--- src/rtl/multicycle_control.sv ---
`default_nettype none
// ============================================================================
//  Module      : multicycle_control
//  Description : Main control FSM for a multicycle MIPS-style datapath.
//                Sequences fetch / decode / execute / memory / write-back
//                steps and drives the datapath strobes and selects. Memory
//                states wait on MemReady and are bounded by a timeout.
//  Ports       : clk, rst_n            - clock, async active-low reset
//                Opcode[5:0]           - IR[31:26], valid from DECODE on
//                MemReady              - memory access completes when high
//                PCWrite .. BranchNe   - 1-bit datapath strobes / selects
//                AluSrcB, PCSource,
//                AluOp [1:0]           - datapath mux selects / ALU op class
//                MemErr, IllegalOp     - one-cycle error pulses
//                State[3:0]            - current state, for debug
//  Config      : MC_ILLEGAL_HALT_EN - when defined, an illegal opcode parks
//                the FSM in HALT until reset; otherwise it returns to FETCH.
//  Revision    : 1.0 - initial release
// ============================================================================
module multicycle_control #(
  parameter int MEM_TIMEOUT = 15
) (
  input  logic       clk,
  input  logic       rst_n,
  input  logic [5:0] Opcode,
  input  logic       MemReady,
  output logic       PCWrite,
  output logic       PCWriteCond,
  output logic       IorD,
  output logic       MemRead,
  output logic       MemWrite,
  output logic       MemtoReg,
  output logic       IRWrite,
  output logic       RegWrite,
  output logic       RegDst,
  output logic       AluSrcA,
  output logic       BranchNe,
  output logic [1:0] AluSrcB,
  output logic [1:0] PCSource,
  output logic [1:0] AluOp,
  output logic       MemErr,
  output logic       IllegalOp,
  output logic [3:0] State
);

  localparam logic [7:0] C_TIMEOUT = 8'(MEM_TIMEOUT);

  localparam logic [5:0] C_OP_RTYPE = 6'b000000;
  localparam logic [5:0] C_OP_J     = 6'b000010;
  localparam logic [5:0] C_OP_BEQ   = 6'b000100;
  localparam logic [5:0] C_OP_BNE   = 6'b000101;
  localparam logic [5:0] C_OP_ADDI  = 6'b001000;
  localparam logic [5:0] C_OP_LW    = 6'b100011;
  localparam logic [5:0] C_OP_SW    = 6'b101011;

  typedef enum logic [3:0] {
    S_FETCH  = 4'd0,
    S_DECODE = 4'd1,
    S_MEMADR = 4'd2,
    S_MEMRD  = 4'd3,
    S_MEMWB  = 4'd4,
    S_MEMWR  = 4'd5,
    S_EXEC   = 4'd6,
    S_RWB    = 4'd7,
    S_BRANCH = 4'd8,
    S_ADDIEX = 4'd9,
    S_ADDIWB = 4'd10,
    S_JUMP   = 4'd11,
    S_HALT   = 4'd12
  } state_t;

  state_t     state_q, state_d;
  logic [7:0] cnt_q, cnt_d;
  logic       wait_st;
  logic       timeout;

  // Only these three states wait on the memory handshake.
  assign wait_st = (state_q == S_FETCH) || (state_q == S_MEMRD) || (state_q == S_MEMWR);
  // A same-cycle MemReady wins over the timeout.
  assign timeout = wait_st && !MemReady && (cnt_q == C_TIMEOUT);

  always_ff @(posedge clk or negedge rst_n) begin
    if (!rst_n) begin
      state_q <= S_FETCH;
      cnt_q   <= 8'd0;
    end else begin
      state_q <= state_d;
      cnt_q   <= cnt_d;
    end
  end

  // Counter clears on any state change and on timeout (FETCH->FETCH).
  always_comb begin
    cnt_d = cnt_q;
    if ((state_d != state_q) || timeout) begin
      cnt_d = 8'd0;
    end else if (wait_st && !MemReady) begin
      cnt_d = cnt_q + 8'd1;
    end
  end

  always_comb begin
    state_d     = state_q;
    PCWrite     = 1'b0;
    PCWriteCond = 1'b0;
    IorD        = 1'b0;
    MemRead     = 1'b0;
    MemWrite    = 1'b0;
    MemtoReg    = 1'b0;
    IRWrite     = 1'b0;
    RegWrite    = 1'b0;
    RegDst      = 1'b0;
    AluSrcA     = 1'b0;
    BranchNe    = 1'b0;
    AluSrcB     = 2'b00;
    PCSource    = 2'b00;
    AluOp       = 2'b00;
    MemErr      = 1'b0;
    IllegalOp   = 1'b0;

    case (state_q)
      S_FETCH: begin
        MemRead = 1'b1;
        AluSrcB = 2'b01;
        IRWrite = MemReady;
        PCWrite = MemReady;
        if (MemReady)     state_d = S_DECODE;
        else if (timeout) state_d = S_FETCH;
      end
      S_DECODE: begin
        AluSrcB = 2'b11;
        case (Opcode)
          C_OP_LW, C_OP_SW:   state_d = S_MEMADR;
          C_OP_RTYPE:         state_d = S_EXEC;
          C_OP_BEQ, C_OP_BNE: state_d = S_BRANCH;
          C_OP_ADDI:          state_d = S_ADDIEX;
          C_OP_J:             state_d = S_JUMP;
          default: begin
            IllegalOp = 1'b1;
`ifdef MC_ILLEGAL_HALT_EN
            state_d = S_HALT;
`else
            state_d = S_FETCH;
`endif
          end
        endcase
      end
      S_MEMADR: begin
        AluSrcA = 1'b1;
        AluSrcB = 2'b10;
        state_d = (Opcode == C_OP_SW) ? S_MEMWR : S_MEMRD;
      end
      S_MEMRD: begin
        MemRead = 1'b1;
        IorD    = 1'b1;
        if (MemReady)     state_d = S_MEMWB;
        else if (timeout) state_d = S_FETCH;
      end
      S_MEMWB: begin
        RegWrite = 1'b1;
        MemtoReg = 1'b1;
        state_d  = S_FETCH;
      end
      S_MEMWR: begin
        MemWrite = 1'b1;
        IorD     = 1'b1;
        if (MemReady || timeout) state_d = S_FETCH;
      end
      S_EXEC: begin
        AluSrcA = 1'b1;
        AluOp   = 2'b10;
        state_d = S_RWB;
      end
      S_RWB: begin
        RegWrite = 1'b1;
        RegDst   = 1'b1;
        state_d  = S_FETCH;
      end
      S_BRANCH: begin
        AluSrcA     = 1'b1;
        AluOp       = 2'b01;
        PCWriteCond = 1'b1;
        PCSource    = 2'b01;
        BranchNe    = (Opcode == C_OP_BNE);
        state_d     = S_FETCH;
      end
      S_ADDIEX: begin
        AluSrcA = 1'b1;
        AluSrcB = 2'b10;
        state_d = S_ADDIWB;
      end
      S_ADDIWB: begin
        RegWrite = 1'b1;
        state_d  = S_FETCH;
      end
      S_JUMP: begin
        PCWrite  = 1'b1;
        PCSource = 2'b10;
        state_d  = S_FETCH;
      end
      S_HALT:  state_d = S_HALT;
      default: state_d = S_FETCH;
    endcase

    MemErr = timeout;

    // Outputs are forced quiet the moment reset asserts, before the
    // asynchronous state reset is visible to the decode.
    if (!rst_n) begin
      PCWrite     = 1'b0;
      PCWriteCond = 1'b0;
      IorD        = 1'b0;
      MemRead     = 1'b0;
      MemWrite    = 1'b0;
      MemtoReg    = 1'b0;
      IRWrite     = 1'b0;
      RegWrite    = 1'b0;
      RegDst      = 1'b0;
      AluSrcA     = 1'b0;
      BranchNe    = 1'b0;
      AluSrcB     = 2'b00;
      PCSource    = 2'b00;
      AluOp       = 2'b00;
      MemErr      = 1'b0;
      IllegalOp   = 1'b0;
    end
  end

  assign State = state_q;

endmodule
`default_nettype wire

--- config.mk ---
export PLATFORM = sky130hd
export DESIGN_NAME = multicycle_control
export DESIGN_NICKNAME = d
export VERILOG_FILES = /design/src/rtl/multicycle_control.sv
export SDC_FILE = /design/constraint.sdc
export NUM_CORES = 1
export LEC_CHECK = 0
export CAP_MARGIN = 25
export CORE_ASPECT_RATIO = 1.25
export CORE_UTILIZATION = 40
export CTS_BUF_LIST = sky130_fd_sc_hd__clkbuf_16
export CTS_CLUSTER_DIAMETER = 50
export DETAILED_ROUTE_END_ITERATION = 10
export GPL_TIMING_DRIVEN = 0
export PLACE_DENSITY = 0.66
export SLEW_MARGIN = 5
export SYNTH_ARGS = -nofsm -noshare
export SYNTH_HDL_FRONTEND = slang
export SYNTH_SLANG_ARGS = --single-unit
--- constraint.sdc ---
create_clock -name clk -period 4.3 [get_ports clk]
set_clock_uncertainty 0.2 [all_clocks]
set_input_delay 0.43 -clock clk [delete_from_list [all_inputs] [get_ports clk]]
set_output_delay 0.43 -clock clk [all_outputs]
set_load 0.02 [all_outputs]
* Word-level counts from Yosys, hierarchy flattened
Index checks and enable logic that the tools add are counted.
Storage, ports and cells: register bits after elaboration 12, logic and storage cells 82, input port bits 9
Operators by class: reductions and logical operators 18, multiplexer cells 41, equality and inequality tests 20, add/subtract/negate cells 1
Operators with widths (count):
- $pmux 4 s8 | 1
- $mux 1 | 25
- $eq 4x4->1 const B | 5
- $pmux 4 s5 | 1
- $eq 4x3->1 const B | 4
- $mux 4 | 4
- $mux 8 | 2
- $eq 6x3->1 const B | 2
- $eq 6x6->1 const B | 2
- $reduce_or 2->1 | 5
- $add 8x1->8 const B | 1
- $eq 4x2->1 const B | 2
- $eq 8x4->1 const B | 1
- $pmux 2 s2 | 2
- $reduce_or 7->1 | 1
- $eq 6x2->1 const B | 1
- $eq 6x4->1 const B | 1
- $logic_not 6->1 | 1
- $mux 2 | 3
- $pmux 2 s3 | 1
- $eq 4x1->1 const B | 1
- $logic_not 4->1 | 1
- $logic_or 1x1->1 | 4
- $ne 4x4->1 | 1
- 7 further kinds | 8

* Longest topological paths before layout
word-level depth 11, gate-level depth with buffers 7

* Least setup slack after synthesis
No wires, ideal clock.
kind register to output, start point register state_q[3], in the netlist State[3], end point output BranchNe, arrival 2.145 ns, slack 1.525 ns, cell stages (with the launch flop) 5, path through dfrtp_1 > clkbuf_1 > nand2b_1 > nor4_1 > and4_1
Between the ends: cells in the longest elaborated chain, start to end 3
RTL lines:
- start, declared | RTL line 72 | state_t state_q, state_d;
- start signal, assigned | RTL line 87 | state_q <= state_d;
- $eq 4x4->1 | RTL line 121 | case (state_q)
- $mux 1 | RTL line 121
- $mux 1 | RTL line 209 | if (!rst_n) begin
- end, declared | RTL line 37 | output logic BranchNe,
No other way between the ends.

* Final worst setup path
start point input rst_n, end point output BranchNe
Between the ends: cells in the longest elaborated chain, start to end 1
RTL lines:
- start, declared | RTL line 24 | input logic rst_n,
- $mux 1 | RTL line 209
No other way between the ends.

==> impl_metrics.yaml <==
status:
  status: "complete, no violations"
cts:
  cts_buffers: 3
  cts_resized: 0
  cts_root_buf: "clkbuf_16"
  hold_buffers: 0
  insertion_delay_ps: 240
  clock_sinks: 12
  clock_path_buffers: 2
  cts_tree: "built"
  htreeDepth: 1
  path_clk_slew_ps: 40
  post_cts_buffers: 0
placed_design:
  dp_slack_ps: 682
  routabilityCongestion: 0.870
  placed_area_um2: 1470
  portBuffers: 31
  dp_hpwl_um: 2440
synthesis:
  ys_ff_latch: 12
  synthCells: 147
  syn_area_um2: 1110
  synthFlopType: "dfrtp_1"
  yosysWarnings: 0
  synth-async-reset-ratio_pct: 100
  ys_seq_area_share_pct: 27.0
  syn-num-nets: 157
  netlist-cell-type-count: 46
  syn_area_per_cell_um2: 7.57
  synth_edf_count: 0
final_layout:
  final_area_um2: 1540
  final_nets: 193
  num_antenna_cells: 0
  area_delta_synth_final_pct: 38.8
  drive_above_1_share_pct: 8.24
floorplanning:
  die_height_um: 61.0
  rows: 21
  dieArea_um2: 3000
  io_pins: 32
  die_x_um: 49.2
  start_util_pct: 41.9
  core_area_um2: 2650
power_and_ir_drop:
  p_sw_share_pct: 43.9
  pwr-share-comb_pct: 61.2
  p_clk_share_pct: 20.6
  cellLeakagePower_nw: 0.631
  internal_power_mw: 0.469
  p_switching_mw: 0.368
  irDropWorstVdd_uv: 242
  seqPwrFrac_pct: 18.2
  p_per_area_nw_per_um2: 542
  totalPowerFinal_mw: 0.837
detailed_routing:
  firstDrtPassIters: 4
  drt_iter0_drc: 25
  wl_um: 3180
  antenna_left: 0
  vias_per_cell: 5.83
  vias: 1260
  drt-wirelength-per-cell_um: 14.7
  drc_errors: 0
timing:
  slew_headroom_pct: 50.3
  timing.final.crit_share_pct: 83.3
  tns_ps: 0
  setup_ws_ps: 718
  setup_viol: 0
  period_needed_ps: 3580
  maxSlewViolCount: 0
  rsz0062_at_grt: "no"
  worst_slew_pin_slew_ps: 744
  final-hold-violation-count: 0
  timing.fmax_ghz: 0.279
worst_setup_path:
  path_common_cell: "clkdlybuf4s50_1"
  slowest_delay_ps: 950
  crit_arrival_ps: 2950
  crit_chain: "clkdlybuf4s50_1 -> inv_1 -> nor4_1 -> and4_1 -> clkdlybuf4s50_1"
  reg2reg_from: "cnt_q[4]$_DFFE_PN0P_"
  reg2reg_depth: 5
  cp.required_ps: 3670
  crit_slowest_cell: "clkdlybuf4s50_1"
  critPathLaunchType: "primary input"
  path_max_fanout: 17
  worstSetupPathType: "in2out"
  r2r_setup_slack_ps: 2130
  endpoint_kind: "primary output"
  r2r-end: "cnt_q[3]$_DFFE_PN0P_"
global_route:
  gr-usage-all-layers_pct: 24.0
  grt_pass1_wl_um: 5420
  grt_pass1_vias: 1221
  grt_max_degree: 18
  antenna_found_initial: 0
  grt-ovfl-total: 0
min_path:
  worstHoldStart: "cnt_q[6]$_DFFE_PN0P_"
  hold_path_depth: 2
  hold_class: "reg2reg"
  hold_path_end: "cnt_q[6]$_DFFE_PN0P_"
run:
  cap_violations: 0
[final cells by class]
| cell class | instances | area, um2 |
|---|---|---|
| fillers | 262 | 1110 |
| multi-input cells | 122 | 743 |
| repair buffers | 31 | 310 |
| flip-flops and latches | 12 | 300 |
| clock buffers | 3 | 75.1 |
| plain buffers | 8 | 50.0 |
| well taps | 34 | 42.5 |
| inverters | 5 | 18.8 |
| clock inverters | 1 | 3.75 |
[worst max path at each step]
stage	startpoint	end	slack (ps)
floorplan	State[3]$_DFF_PN0_	BranchNe	1530
detailed placement	rst_n	BranchNe	680
CTS	rst_n	BranchNe	660
global route	rst_n	BranchNe	490
global placement	rst_n	BranchNe	700
finish	rst_n	BranchNe	720
[worst max-delay path: cells and delay by family]
kind | cells | cell delay, ps
buffers and inverters | 3 | 1780
AND/OR/NAND/NOR | 2 | 730
[placed cells by master (no fill, tap or decap), types with 2 or more instances in the layout]
| master | instances |
|---|---|
| nand2b_1 | 5 |
| inv_1 | 5 |
| xor2_1 | 6 |
| nand3_1 | 6 |
| clkdlybuf4s50_1 | 31 |
| dfrtp_1 | 12 |
| nor3b_1 | 3 |
| a31oi_1 | 4 |
| nor4_1 | 3 |
| nor2b_1 | 6 |
| o21ai_0 | 5 |
| nor3_1 | 8 |
| clkbuf_1 | 3 |
| clkbuf_16 | 3 |
| and3_1 | 4 |
| nor2_1 | 28 |
| xnor2_1 | 2 |
| a211o_1 | 2 |
| a21oi_1 | 3 |
| nand4_1 | 4 |
| nand2_1 | 9 |
| buf_6 | 2 |
| nor4b_1 | 2 |
[power by group through the flow]
stage | sequential (mW) | combinational, mW | clock [mW]
floorplan | 0.166 | 0.335 | 0
global placement | 0.153 | 0.502 | 0
detailed placement | 0.154 | 0.512 | 0
CTS | 0.153 | 0.514 | 0.173
global route | 0.156 | 0.565 | 0.178
finish | 0.153 | 0.512 | 0.173
[cells in the mapped netlist (3+ instances only)]
cell / number / area, um2
clkbuf_1: 3 / 11.3
o21ai_0: 5 / 25.0
xor2_1: 6 / 52.6
dfrtp_1: 12 / 300
nor3_1: 8 / 40.0
nor3b_1: 3 / 22.5
nand2_1: 9 / 33.8
nor2_1: 28 / 105
inv_1: 5 / 18.8
nand3_1: 6 / 30.0
a31oi_1: 4 / 25.0
a21oi_1: 3 / 15.0
and3_1: 4 / 25.0
nor4_1: 3 / 18.8
nor2b_1: 6 / 37.5
nand2b_1: 5 / 31.3
nand4_1: 4 / 25.0
[through the flow]
step / std cells / hold slack, ps / utilization (%)
finish: 216 / 363 / 58.2
detailed placement: 212 / 347 / 55.2
global placement: 212 / 338 / 55.2
CTS: 216 / 359 / 58.2
floorplan: 147 / -65.6 / -
global route: 216 / 422 / 58.2
[routing by layer]
layer,part of all wire (%),vias up,GRT usage (%),wire length (um)
met2,57,32,48.3,1800
met5,0,-,0,0
met3,2.9,4,2.51,92
met4,2.0,0,13.0,63
met1,38,624,24.4,1210
li1,-,600,-,-
[sequential cells by signal, summed over array words and instances (netlist names)]
register,cells
cnt_q,8
State,4
[cells by family after synthesis]
family	count (synthesis)	synth area share [%]
AND/OR/NAND/NOR	87	42.4
XOR/XNOR	8	6.30
buffers and inverters	13	6.19
flip-flops	12	27.0
adder cells (fa/ha/maj)	1	1.12
multiplexers	1	0.900
AO/OA/AOI/OAI	25	16.1
No activity file was read; power rests on OpenSTA's default activity.
